**config.mk**
```make
export PLATFORM = sky130hd
export DESIGN_NAME = timebase_gen
export DESIGN_NICKNAME = d
export VERILOG_FILES = /design/src/rtl/timebase_gen.sv
export SDC_FILE = /design/constraint.sdc
export NUM_CORES = 1
export LEC_CHECK = 0
export ABC_AREA = 1
export BUFFER_PORTS_ARGS = -buffer_cell sky130_fd_sc_hd__buf_2
export CORE_MARGIN = 3
export CORE_UTILIZATION = 53
export DETAILED_ROUTE_END_ITERATION = 6
export PLACE_DENSITY = 0.82
export SLEW_MARGIN = 20
export SYNTH_ARGS = -nofsm -noshare
export SYNTH_HDL_FRONTEND = slang
export SYNTH_SLANG_ARGS = --single-unit
```
**constraint.sdc**
```tcl
create_clock -name clk_133m -period 2.3 [get_ports clk_133m]
set_input_delay 0.115 -clock clk_133m [delete_from_list [all_inputs] [get_ports clk_133m]]
set_output_delay 0.115 -clock clk_133m [all_outputs]
set_load 0.02 [all_outputs]
```
**src/rtl/timebase_gen.sv**
```systemverilog
// Board timebase: prescaled usec/msec/sec strobes, free-running timestamp and a
// programmable msec interval strobe. Define TIMEBASE_SNAPSHOT_EN for timestamp capture.
module timebase_gen #(
    parameter int CLK_PER_USEC  = 133,
    parameter int USEC_PER_MSEC = 1000,
    parameter int MSEC_PER_SEC  = 1000,
    parameter int SEC_W         = 32,
    parameter int INT_W         = 16
) (
    input  logic                             clk_133m,
    input  logic                             rst,
    input  logic                             en,
    input  logic                             clr,
    input  logic [INT_W-1:0]                 int_period_ms,
`ifdef TIMEBASE_SNAPSHOT_EN
    input  logic                             snap,
    output logic [SEC_W-1:0]                 snap_sec,
    output logic [$clog2(MSEC_PER_SEC)-1:0]  snap_msec,
    output logic [$clog2(USEC_PER_MSEC)-1:0] snap_usec,
    output logic                             snap_valid,
`endif
    output logic                             usec_tick,
    output logic                             msec_tick,
    output logic                             sec_tick,
    output logic                             int_tick,
    output logic [SEC_W-1:0]                 ts_sec,
    output logic [$clog2(MSEC_PER_SEC)-1:0]  ts_msec,
    output logic [$clog2(USEC_PER_MSEC)-1:0] ts_usec
);

    localparam int PRE_W = $clog2(CLK_PER_USEC);
    localparam int US_W  = $clog2(USEC_PER_MSEC);
    localparam int MS_W  = $clog2(MSEC_PER_SEC);

    localparam logic [PRE_W-1:0] PRE_MAX = PRE_W'(CLK_PER_USEC - 1);
    localparam logic [US_W-1:0]  US_MAX  = US_W'(USEC_PER_MSEC - 1);
    localparam logic [MS_W-1:0]  MS_MAX  = MS_W'(MSEC_PER_SEC - 1);

    logic [PRE_W-1:0] pre_q,  pre_d;
    logic [US_W-1:0]  us_q,   us_d;
    logic [MS_W-1:0]  ms_q,   ms_d;
    logic [SEC_W-1:0] sec_q,  sec_d;
    logic [INT_W-1:0] icnt_q, icnt_d;
    logic             usec_tick_q, usec_tick_d;
    logic             msec_tick_q, msec_tick_d;
    logic             sec_tick_q,  sec_tick_d;
    logic             int_tick_q,  int_tick_d;

    // One bit wider so that icnt+1 never overflows before comparing with the period.
    logic [INT_W:0]   icnt_inc;
    logic             int_due;

    assign icnt_inc = {1'b0, icnt_q} + {{INT_W{1'b0}}, 1'b1};
    assign int_due  = icnt_inc >= {1'b0, int_period_ms};

    always_comb begin
        pre_d       = pre_q;
        us_d        = us_q;
        ms_d        = ms_q;
        sec_d       = sec_q;
        icnt_d      = icnt_q;
        usec_tick_d = 1'b0;
        msec_tick_d = 1'b0;
        sec_tick_d  = 1'b0;
        int_tick_d  = 1'b0;

        if (clr) begin
            pre_d  = '0;
            us_d   = '0;
            ms_d   = '0;
            sec_d  = '0;
            icnt_d = '0;
        end else if (en) begin
            if (int_period_ms == '0)
                icnt_d = '0;

            if (pre_q == PRE_MAX) begin
                pre_d       = '0;
                usec_tick_d = 1'b1;
                if (us_q == US_MAX) begin
                    us_d        = '0;
                    msec_tick_d = 1'b1;
                    if (ms_q == MS_MAX) begin
                        ms_d       = '0;
                        sec_d      = sec_q + SEC_W'(1);
                        sec_tick_d = 1'b1;
                    end else begin
                        ms_d = ms_q + MS_W'(1);
                    end
                    // A period shrunk below icnt fires here and restarts from zero.
                    if (int_period_ms != '0) begin
                        if (int_due) begin
                            icnt_d     = '0;
                            int_tick_d = 1'b1;
                        end else begin
                            icnt_d = icnt_inc[INT_W-1:0];
                        end
                    end
                end else begin
                    us_d = us_q + US_W'(1);
                end
            end else begin
                pre_d = pre_q + PRE_W'(1);
            end
        end
    end

    always_ff @(posedge clk_133m or posedge rst) begin
        if (rst) begin
            pre_q       <= '0;
            us_q        <= '0;
            ms_q        <= '0;
            sec_q       <= '0;
            icnt_q      <= '0;
            usec_tick_q <= 1'b0;
            msec_tick_q <= 1'b0;
            sec_tick_q  <= 1'b0;
            int_tick_q  <= 1'b0;
        end else begin
            pre_q       <= pre_d;
            us_q        <= us_d;
            ms_q        <= ms_d;
            sec_q       <= sec_d;
            icnt_q      <= icnt_d;
            usec_tick_q <= usec_tick_d;
            msec_tick_q <= msec_tick_d;
            sec_tick_q  <= sec_tick_d;
            int_tick_q  <= int_tick_d;
        end
    end

    assign usec_tick = usec_tick_q;
    assign msec_tick = msec_tick_q;
    assign sec_tick  = sec_tick_q;
    assign int_tick  = int_tick_q;
    assign ts_sec    = sec_q;
    assign ts_msec   = ms_q;
    assign ts_usec   = us_q;

`ifdef TIMEBASE_SNAPSHOT_EN
    logic [SEC_W-1:0] snap_sec_q;
    logic [MS_W-1:0]  snap_msec_q;
    logic [US_W-1:0]  snap_usec_q;
    logic             snap_valid_q;

    // Captures the pre-edge timestamp; only rst clears it, clr leaves it alone.
    always_ff @(posedge clk_133m or posedge rst) begin
        if (rst) begin
            snap_sec_q   <= '0;
            snap_msec_q  <= '0;
            snap_usec_q  <= '0;
            snap_valid_q <= 1'b0;
        end else begin
            snap_valid_q <= snap;
            if (snap) begin
                snap_sec_q  <= sec_q;
                snap_msec_q <= ms_q;
                snap_usec_q <= us_q;
            end
        end
    end

    assign snap_sec   = snap_sec_q;
    assign snap_msec  = snap_msec_q;
    assign snap_usec  = snap_usec_q;
    assign snap_valid = snap_valid_q;
`endif

endmodule

```
==> impl_metrics.yaml, run 1 <==
clocking:
  cts.sinks: 80
  numCtsBuffers: 9
  cts_tree: "built"
  cts_max_path_buffers: 2
  clk_pin_slew_ps: 90
  htreeDepth: 3
  cts-root-buf: "clkbuf_8"
  clk_latency_ps: 360
critical_path:
  critical_path_class: "reg -> reg"
  cp-start-kind: "flop"
  reg2reg_slack_ps: -360
  cp_data_arrival_time_ps: 2910
  required_ps: 2550
  worstPathMaxFanout: 4
  critPathCaptureType: "flop"
routing:
  viasPerCell: 5.49
  drt_iter0_markers: 462
  wirelength_um: 16100
  vias: 5871
  routedWlPerCell_um: 15.0
  drc_errors: 25
  ant_nets: 0
  dr.pass1.iters: 7
synth:
  synth_edf_count: 0
  syn_area_per_cell_sq_um: 6.84
  synth_compound_area_share_pct: 8.54
  synth-xor-area-share_pct: 3.38
  synth-adder-area-share_pct: 5.05
  async_flop_share_pct: 100
  synth_top_area_cell: "dfrtp_1"
  yosysTopAreaCellShare_pct: 36.7
  ys_warn_count: 0
  synth_area_leaders: "dfrtp_1 37%, nand2_1 16%, inv_1 7.4%"
  synth_simple_gate_area_share_pct: 36.8
  synthCells: 797
  ys_ff_latch: 80
  muxShareOfSynthArea_pct: 0
  synth_nets: 839
  ys_top_cells_by_count: "239 x nand2_1, 108 x inv_1, 83 x nor2_1, 80 x dfrtp_1, 62 x nand3_1"
  synth_top_family_by_area: "simple AND/OR/NAND/NOR gates"
  netlist_area_sq_mm: 0.00545
  yosysMostFrequentCell: "nand2_1"
  ys_seq_area_share_pct: 36.7
  ys.flop_type: "dfrtp_1"
  synth_cell_types: 38
global_route:
  grt_first_pass_wirelength_um: 24300
  grt_pass1_vias: 5355
  grt_remaining_overflow: 0
  grt_max_degree: 48
  gr-usage-all-layers_pct: 25.8
  antenna_found_initial: 0
pwr:
  p_switching_uw: 676
  power_frac_seq_pct: 53.3
  p_total_uw: 2690
  clockPowerShare_pct: 39.2
  p_comb_share_pct: 7.6
  p_sw_share_pct: 25.1
  ir_worst_vdd_v: 0.000253
  power_density_mw_per_mm2: 380
  p_int_uw: 2010
  leakage_uw: 0.00350
timing:
  fmax_mhz: 375
  hold_viol: 0
  rsz0062_at_grt: "true"
  fin_ws_ps: -364
  skew_ps: 16.4
  final_max_slew_viol_count: 0
  timing.slew.headroom_pct: 43.5
  setup-violations-final: 17
  post-route-period-util_pct: 116
  period_minus_slack_ps: 2660
  tightest_slew_ps: 847
placement:
  gp_congestion: 0.955
  dp_hpwl_um: 10500
  numPortBuffers: 75
final_layout:
  drive_gt1_share_pct: 25.9
  fin_util_pct: 71.7
  final_nets: 973
  num-fill-cells: 752
  syn2layout_area_growth_pct: 29.8
  insertedDiodeCount: 0
  register_area_sq_mm: 0.00201
  multi_input_area_sq_mm: 0.00340
run:
  maxCapViolations: 0
die:
  coreArea_sq_mm: 0.00986
  dieArea_sq_mm: 0.0115
  fp.dieH_um: 107
  die_x_um: 107
  ioPinCount: 76
  start_util_pct: 55.2
  rows: 36
run_status:
  status: "finished, violations left"
  failed_checks: "design-rule violations, negative setup slack"
min_path:
  worstHoldPathType: "in -> reg"
[metrics by stage]
stage          cell area [sq um]  worst slack (ps)  setup TNS (ps)  hold WS (ps)  std cells
3_3_place_gp                6310              -264           -3860           310       1038
2_1_floorplan               5480             -87.4            -839           261        797
3_5_place_dp                6310              -334           -4990           308       1038
6_report                    7070              -364           -5180          58.8       1069
4_1_cts                     6720              -154           -2410          55.3       1064
5_1_grt                     7070              -423           -6330          87.5       1069
[power groups by stage]
stage / sequential, uW / clock (uW) / combinational (uW)
2_1_floorplan: 1460 / 0 / 122
3_3_place_gp: 1460 / 0 / 178
3_5_place_dp: 1460 / 0 / 182
4_1_cts: 1430 / 1070 / 187
5_1_grt: 1440 / 1130 / 231
6_report: 1430 / 1050 / 204
[sequential cells by signal (all words and copies together) (netlist names)]
register	cells
usec_tick	1
sec_tick	1
icnt_q	16
ts_msec	10
ts_usec	10
msec_tick	1
ts_sec	32
pre_q	8
int_tick	1
[critical path: stages, from the launching register on]
cell and delay (ps):
dfrtp_2 430, buf_4 130, nand2_1 80, nor3_2 280, nand4_1 200, and2_4 200, ha_4 270, nand2_4 60
nor2_4 100, nand3_2 80, o21ai_2 150, nand2_2 100, buf_4 140, nand4_1 80, nand2_1 80, nand2_1 110
nand2_1 60
[cell families (layout without fill, tap and decap cells)]
family,Yosys count,after routing
simple gates,461,462
fa+ha+maj,22,22
flops,80,80
xor+xnor,21,21
buf+inv,126,264
compound gates,87,87
[layout by cell type (no fill, tap or decap), types with 4 or more instances in the layout]
master    instances
nand2_1         223
inv_1           103
nor2_1           76
dfrtp_1          76
buf_2            75
buf_4            56
nand3_1          43
o21ai_0          40
nand4_1          29
a21oi_1          22
nor3_1           22
xor2_1           16
ha_1             15
nand3_2          14
nand2_2          13
o22ai_1          10
clkbuf_8         10
nor2_4            9
nand2_4           7
ha_4              7
inv_2             5
nand3_4           5
o21ai_1           5
nor2_2            4
dfrtp_2           4
[final cells by class]
cell class                      count  area share, %
Clock inverter                      5          0.796
Sequential cell                    80           28.4
Tap cell                          133           2.35
Clock buffer                       11           2.00
Inverter                          111           5.95
Multi-Input combinational cell    592           48.1
Timing Repair Buffer              137           12.4
[layer usage]
metal	vias to the layer above	GRT usage, %	part of all wire (%)
met3	48	3.78	6.3
met5	-	0	0
met1	2739	34.5	42
met4	0	7.75	3.1
met2	243	43.7	48
li1	2841	-	-
[timing repair]
item / in CTS / in global routing
endpoints found under the hold margin: 45 / 0
pin swaps: 12 / 34
hold buffers: 1 / 0
endpoints found under the setup margin: 17 / 17
setup buffers: 8 / 5
gates cloned: 1 / 0
gates resized for setup: 31 / 64
[final timing paths]
check / startpoint / to / cells past startpoint
worst max-delay path: icnt_q[4] / icnt_q[10] / 16
worst min-delay path: en / usec_tick / 3
worst max register to register: icnt_q[4] / icnt_q[10] / 16
worst min register to register: ts_msec[7] / ts_msec[7] / 2
max in group asynchronous: rst / ts_sec[11] / 4
min in group asynchronous: rst / ts_sec[23] / 3
Note: power is estimated with default switching activity, not from simulation.
==> inputs of run 2 (changes only) <==
--- a/config.mk
+++ b/config.mk
@@ -9,6 +9,7 @@
 export BUFFER_PORTS_ARGS = -buffer_cell sky130_fd_sc_hd__buf_2
 export CORE_MARGIN = 3
 export CORE_UTILIZATION = 53
+export CTS_BUF_LIST = sky130_fd_sc_hd__clkbuf_8 sky130_fd_sc_hd__clkbuf_16
 export DETAILED_ROUTE_END_ITERATION = 6
 export PLACE_DENSITY = 0.82
 export SLEW_MARGIN = 20
==> run 2 against run 1 <==
The flow still finishes with violations (design-rule violations, negative setup slack); die area stayed put; sequential share of layout area stayed put; global-route usage stayed put; non-clock buffer count stayed put.
==> impl_metrics.yaml, run 2 (synthesis results as in run 1) <==
run_status:
  status: "finished, violations left"
  failed_checks: "design-rule violations, negative setup slack"
global_route:
  grt_first_pass_wirelength_um: 24300
  grt.met2_usage_pct: 43.7
  met1_usage_pct: 34.5
  grt_max_degree: 48
  grt_pass1_vias: 5355
  antenna_found_initial: 0
  grt_remaining_overflow: 0
  grt_busiest_layer: "met2"
  grt_use_met3_pct: 3.78
  gr-usage-all-layers_pct: 25.8
placement:
  dpl.cell_count: 1038
  gp_congestion: 0.955
  numPortBuffers: 75
  dp_hpwl_um: 10500
min_path:
  worstHoldPathType: "in -> reg"
  holdPathStages: 3
timing:
  hold_viol: 0
  skew_ps: 16.4
  fmax_mhz: 375
  timing.slew.headroom_pct: 43.5
  fin_ws_ps: -364
  rsz0062_at_grt: "true"
  period_minus_slack_ps: 2660
  whs_ps: 58.1
  tightest_slew_ps: 847
  final_max_slew_viol_count: 0
  setup-violations-final: 17
  post-route-period-util_pct: 116
  fin_setup_tns_ps: -5180
critical_path:
  required_ps: 2550
  worstPathMaxFanout: 4
  critPathCaptureType: "flop"
  max_stage_delay_ps: 430
  cpMostUsedCell: "nand2_1"
  cp_data_arrival_time_ps: 2910
  rr_worst_depth: 16
  cp-start-kind: "flop"
  cp_cell_sequence: "buf_4 > nand2_1 > nor3_2 > nand4_1 > and2_4 > ha_4 > nand2_4 > nor2_4 > nand3_2 > o21ai_2 > nand2_2 > buf_4 > nand4_1 > nand2_1 > nand2_1 > nand2_1"
  cp_slowest_cell: "dfrtp_2"
  critical_path_class: "reg -> reg"
die:
  dieArea_sq_mm: 0.0115
  rows: 36
  start_util_pct: 55.2
  die_x_um: 107
  coreArea_sq_mm: 0.00986
  fp.dieH_um: 107
  ioPinCount: 76
routing:
  ant_nets: 0
  vias: 5874
  routedWlPerCell_um: 15.0
  viasPerCell: 5.49
  dr.pass1.iters: 7
  drt_iter0_markers: 462
  wirelength_um: 16100
  drc_errors: 2
clocking:
  cts_max_path_buffers: 2
  cts_tree: "built"
  htreeDepth: 3
  numCtsBuffers: 9
  clk_pin_slew_ps: 90
  cts.sinks: 80
  clk_latency_ps: 360
  cts-root-buf: "clkbuf_8"
final_layout:
  largest_register_ffs: 32
  final_cell_mix: "223 x nand2_1, 104 x inv_1, 76 x nor2_1, 76 x dfrtp_1, 75 x buf_2"
  syn2layout_area_growth_pct: 29.8
  finalNonFillerCells: 1069
  drive_gt1_share_pct: 25.9
  final_common_cell: "nand2_1"
  final_nets: 973
  insertedDiodeCount: 0
pwr:
  power_density_mw_per_mm2: 380
  leakage_uw: 0.00351
  ir_worst_vdd_v: 0.000253
run:
  maxCapViolations: 0
-- run 2: changes by cell type in the layout (fill, tap and decap cells not counted) --
| cell | before | now |
|---|---|---|
| clkbuf_1 | 1 | 0 |
| inv_1 | 103 | 104 |
-- run 2: power breakdown --
part / internal [uW] / total, uW / switching [uW]
Clock: 525 / 1050 / 524
Sequential: 1420 / 1430 / 11.2
Combinational: 62.8 / 204 / 141
-- run 2: final timing paths --
path	from	endpoint	slack (ps)
min in group asynchronous	rst	ts_sec[23]	460
worst max register to register	icnt_q[4]	icnt_q[10]	-360
worst min register to register	ts_msec[7]	ts_msec[7]	520
worst min-delay path	en	usec_tick	60
max in group asynchronous	rst	ts_sec[11]	1180
worst max-delay path	icnt_q[4]	icnt_q[10]	-360
-- run 2: final cells by class --
class,instances,area [sq um]
Clock buffer,10,138
Fill cell,752,2790
Inverter,111,420
Clock inverter,6,60.1
Sequential cell,80,2010
Timing Repair Buffer,137,880
Multi-Input combinational cell,592,3400
Tap cell,133,166
-- run 2: layer usage --
layer	routed length [um]	part of all wire [%]
met1	6780	42
met2	7740	48
met3	1030	6.4
met4	504	3.1
met5	0	0
-- run 2: through the flow --
stage	setup slack (ps)	area, sq um	utilization, %	total power (uW)
after floorplan	-87.4	5480	-	1580
after global placement	-264	6310	63.9	1640
after detailed placement	-334	6310	63.9	1640
after CTS	-154	6720	68.1	2680
after global routing	-423	7070	71.7	2790
final	-364	7070	71.7	2690
-- run 2: repair_timing --
item | CTS | global route
pin swaps | 12 | 34
gates resized for setup | 31 | 64
cloned | 1 | 0
buffers inserted | 8 | 5
hold buffers | 1 | 0
setup endpoints to repair | 17 | 17
hold endpoints to repair | 45 | 0
-- run 2: worst max-delay path, delay by kind of cell, from the launching register on --
family                     cells  cell delay (ps)
and+or+nand+nor               12             1430
DFF                            1              430
buffers and inverters          2              270
adders and majority gates      1              270
AOI/OAI and AO/OA              1              150
==> inputs of run 3 (changes only) <==
--- a/config.mk
+++ b/config.mk
@@ -8,10 +8,11 @@
 export ABC_AREA = 1
 export BUFFER_PORTS_ARGS = -buffer_cell sky130_fd_sc_hd__buf_2
 export CORE_MARGIN = 3
-export CORE_UTILIZATION = 53
+export CORE_UTILIZATION = 58
 export CTS_BUF_LIST = sky130_fd_sc_hd__clkbuf_8 sky130_fd_sc_hd__clkbuf_16
 export DETAILED_ROUTE_END_ITERATION = 6
-export PLACE_DENSITY = 0.82
+export PLACE_DENSITY = 0.85
+export REMOVE_ABC_BUFFERS = 1
 export SLEW_MARGIN = 20
 export SYNTH_ARGS = -nofsm -noshare
 export SYNTH_HDL_FRONTEND = slang
==> constraint.sdc (replaced) <==
create_clock -name clk_133m -period 2.89 [get_ports clk_133m]
set_input_delay 0.1445 -clock clk_133m [delete_from_list [all_inputs] [get_ports clk_133m]]
set_output_delay 0.1445 -clock clk_133m [all_outputs]
set_load 0.02 [all_outputs]
==> run 3 against run 2 <==
The run now ends clean; maximum frequency decreased by 4.3%; largest power group unchanged; combinational power decreased by 30%; clock power decreased by 23%; utilization decreased by 2.8 points; register-to-register slack improved by 470 ps; critical endpoint is now icnt_q[11]; first-iteration DRC count decreased by 5.2%; cell count decreased by 7.3%; sequential power decreased by 20%; die area decreased by 8.2%.
==> impl_metrics.yaml, run 3 (synthesis results as in run 1) <==
run_status:
  status: "finished, final reports clean"
timing:
  timing.slew.headroom_pct: 46.7
  period_minus_slack_ps: 2780
  setup-violations-final: 0
  fin_setup_tns_ps: 0
  skew_ps: 13.8
  fin_ws_ps: 108
  final_max_slew_viol_count: 0
  whs_ps: 98.0
  fmax_mhz: 359
  post-route-period-util_pct: 96.3
  hold_viol: 0
  tightest_slew_ps: 798
clocking:
  cts-root-buf: "clkbuf_8"
  cts_tree: "built"
  htreeDepth: 3
  cts.sinks: 80
  clk_latency_ps: 370
  clk_pin_slew_ps: 100
  cts_max_path_buffers: 2
  numCtsBuffers: 9
critical_path:
  cpMostUsedCell: "nand2_1"
  cp_slowest_cell: "dfrtp_1"
  cp-start-kind: "flop"
  worstPathMaxFanout: 8
  cp_cell_sequence: "nand2_1 > nor3_1 > nand3_1 > nor2_1 > nand2_1 > nand2_1 > inv_1 > ha_1 > inv_1 > nor4_1 > nand2_1 > nand3_2 > nand2_4 > nand3_1 > nand2_1"
  required_ps: 3140
  critPathCaptureType: "flop"
  cp_data_arrival_time_ps: 3030
  max_stage_delay_ps: 430
  critical_path_class: "reg -> reg"
routing:
  vias: 5511
  dr.pass1.iters: 5
  ant_nets: 0
  viasPerCell: 5.56
  wirelength_um: 14100
  drc_errors: 0
  routedWlPerCell_um: 14.2
  drt_iter0_markers: 438
placement:
  numPortBuffers: 75
  place_ws_ps: 88.6
  place_area_sq_mm: 0.00592
  dp_hpwl_um: 10400
  gp_congestion: 0.978
final_layout:
  final_common_cell: "nand2_1"
  final_nets: 920
  final_cell_mix: "239 x nand2_1, 107 x inv_1, 81 x nor2_1"
  syn2layout_area_growth_pct: 13.0
  final_cell_area_sq_mm: 0.00616
  num-fill-cells: 764
  largest_register_ffs: 32
  fin_util_pct: 68.9
  drive_gt1_share_pct: 14.4
  insertedDiodeCount: 0
global_route:
  antenna_found_initial: 0
  grt_first_pass_wirelength_um: 23100
  grt_pass1_vias: 5058
  grt_remaining_overflow: 0
  grt_max_degree: 47
  gr-usage-all-layers_pct: 27.4
die:
  rows: 34
  start_util_pct: 61.0
  dieArea_sq_mm: 0.0106
  die_x_um: 103
  fp.dieH_um: 103
  ioPinCount: 76
  coreArea_sq_mm: 0.00893
run:
  maxCapViolations: 0
pwr:
  ir_worst_vdd_v: 0.000195
  leakage_uw: 0.00320
  power_density_mw_per_mm2: 340
min_path:
  worstHoldPathType: "in -> reg"
==> run 3: cell count changes in the layout (fill, tap and decap cells not counted), sizes merged <==
cell / previous run / this run
inv: 110 / 111
buf: 136 / 83
clkinvlp: 1 / 2
clkinv: 5 / 4
bufinv: 1 / 0
==> run 3: layer usage <==
layer / wire, um / GRT usage, % / up-vias / part of all wire [%]
li1: - / - / 2736 / -
met1: 6280 / 37.6 / 2549 / 44
met2: 6760 / 44.4 / 210 / 48
met3: 901 / 5.55 / 16 / 6.4
met4: 171 / 7.47 / 0 / 1.2
met5: 0 / 0 / - / 0
==> run 3: repair_timing <==
action / in CTS / in global routing
setup endpoints to repair: 0 / 16
buffers inserted: 0 / 1
hold buffers: 1 / 0
resized for setup: 0 / 11
hold endpoints to repair: 44 / 0
==> run 3: worst paths after layout <==
check / depth (start not counted) / slack, ps / endpoint / from
worst min-delay path: 3 / 100 / usec_tick / en
worst max register to register: 15 / 110 / icnt_q[11] / icnt_q[6]
max in group asynchronous: 4 / 1670 / ts_sec[11] / rst
worst max-delay path: 15 / 110 / icnt_q[11] / icnt_q[6]
min in group asynchronous: 3 / 440 / ts_msec[8] / rst
worst min register to register: 2 / 550 / ts_msec[7] / ts_msec[7]
==> run 3: stage by stage <==
step                cells  power [uW]
finish                991        2090
global route          991        2180
CTS                   989        2110
detailed placement    972        1300
global placement      972        1300
floorplan             782        1250
==> run 3: area by class of cell <==
cell class	instances	area, sq um	area share [%]
Timing Repair Buffer	84	445	7.23
Sequential cell	80	2000	32.6
Tap cell	108	135	2.19
Multi-Input combinational cell	592	2960	48.1
Clock buffer	10	138	2.24
Inverter	111	420	6.83
Clock inverter	6	50.0	0.813
==> run 3: report_power, final <==
part           switching [uW]  internal [uW]
combinational             101           41.8
sequential               8.01           1130
clock                     464            345
==> run 3: worst max-delay path: cells and delay by family, from the launching register on <==
kind / cells / cell delay, ps
flops: 1 / 430
buf+inv: 2 / 110
fa+ha+maj: 1 / 280
simple gates: 12 / 1840
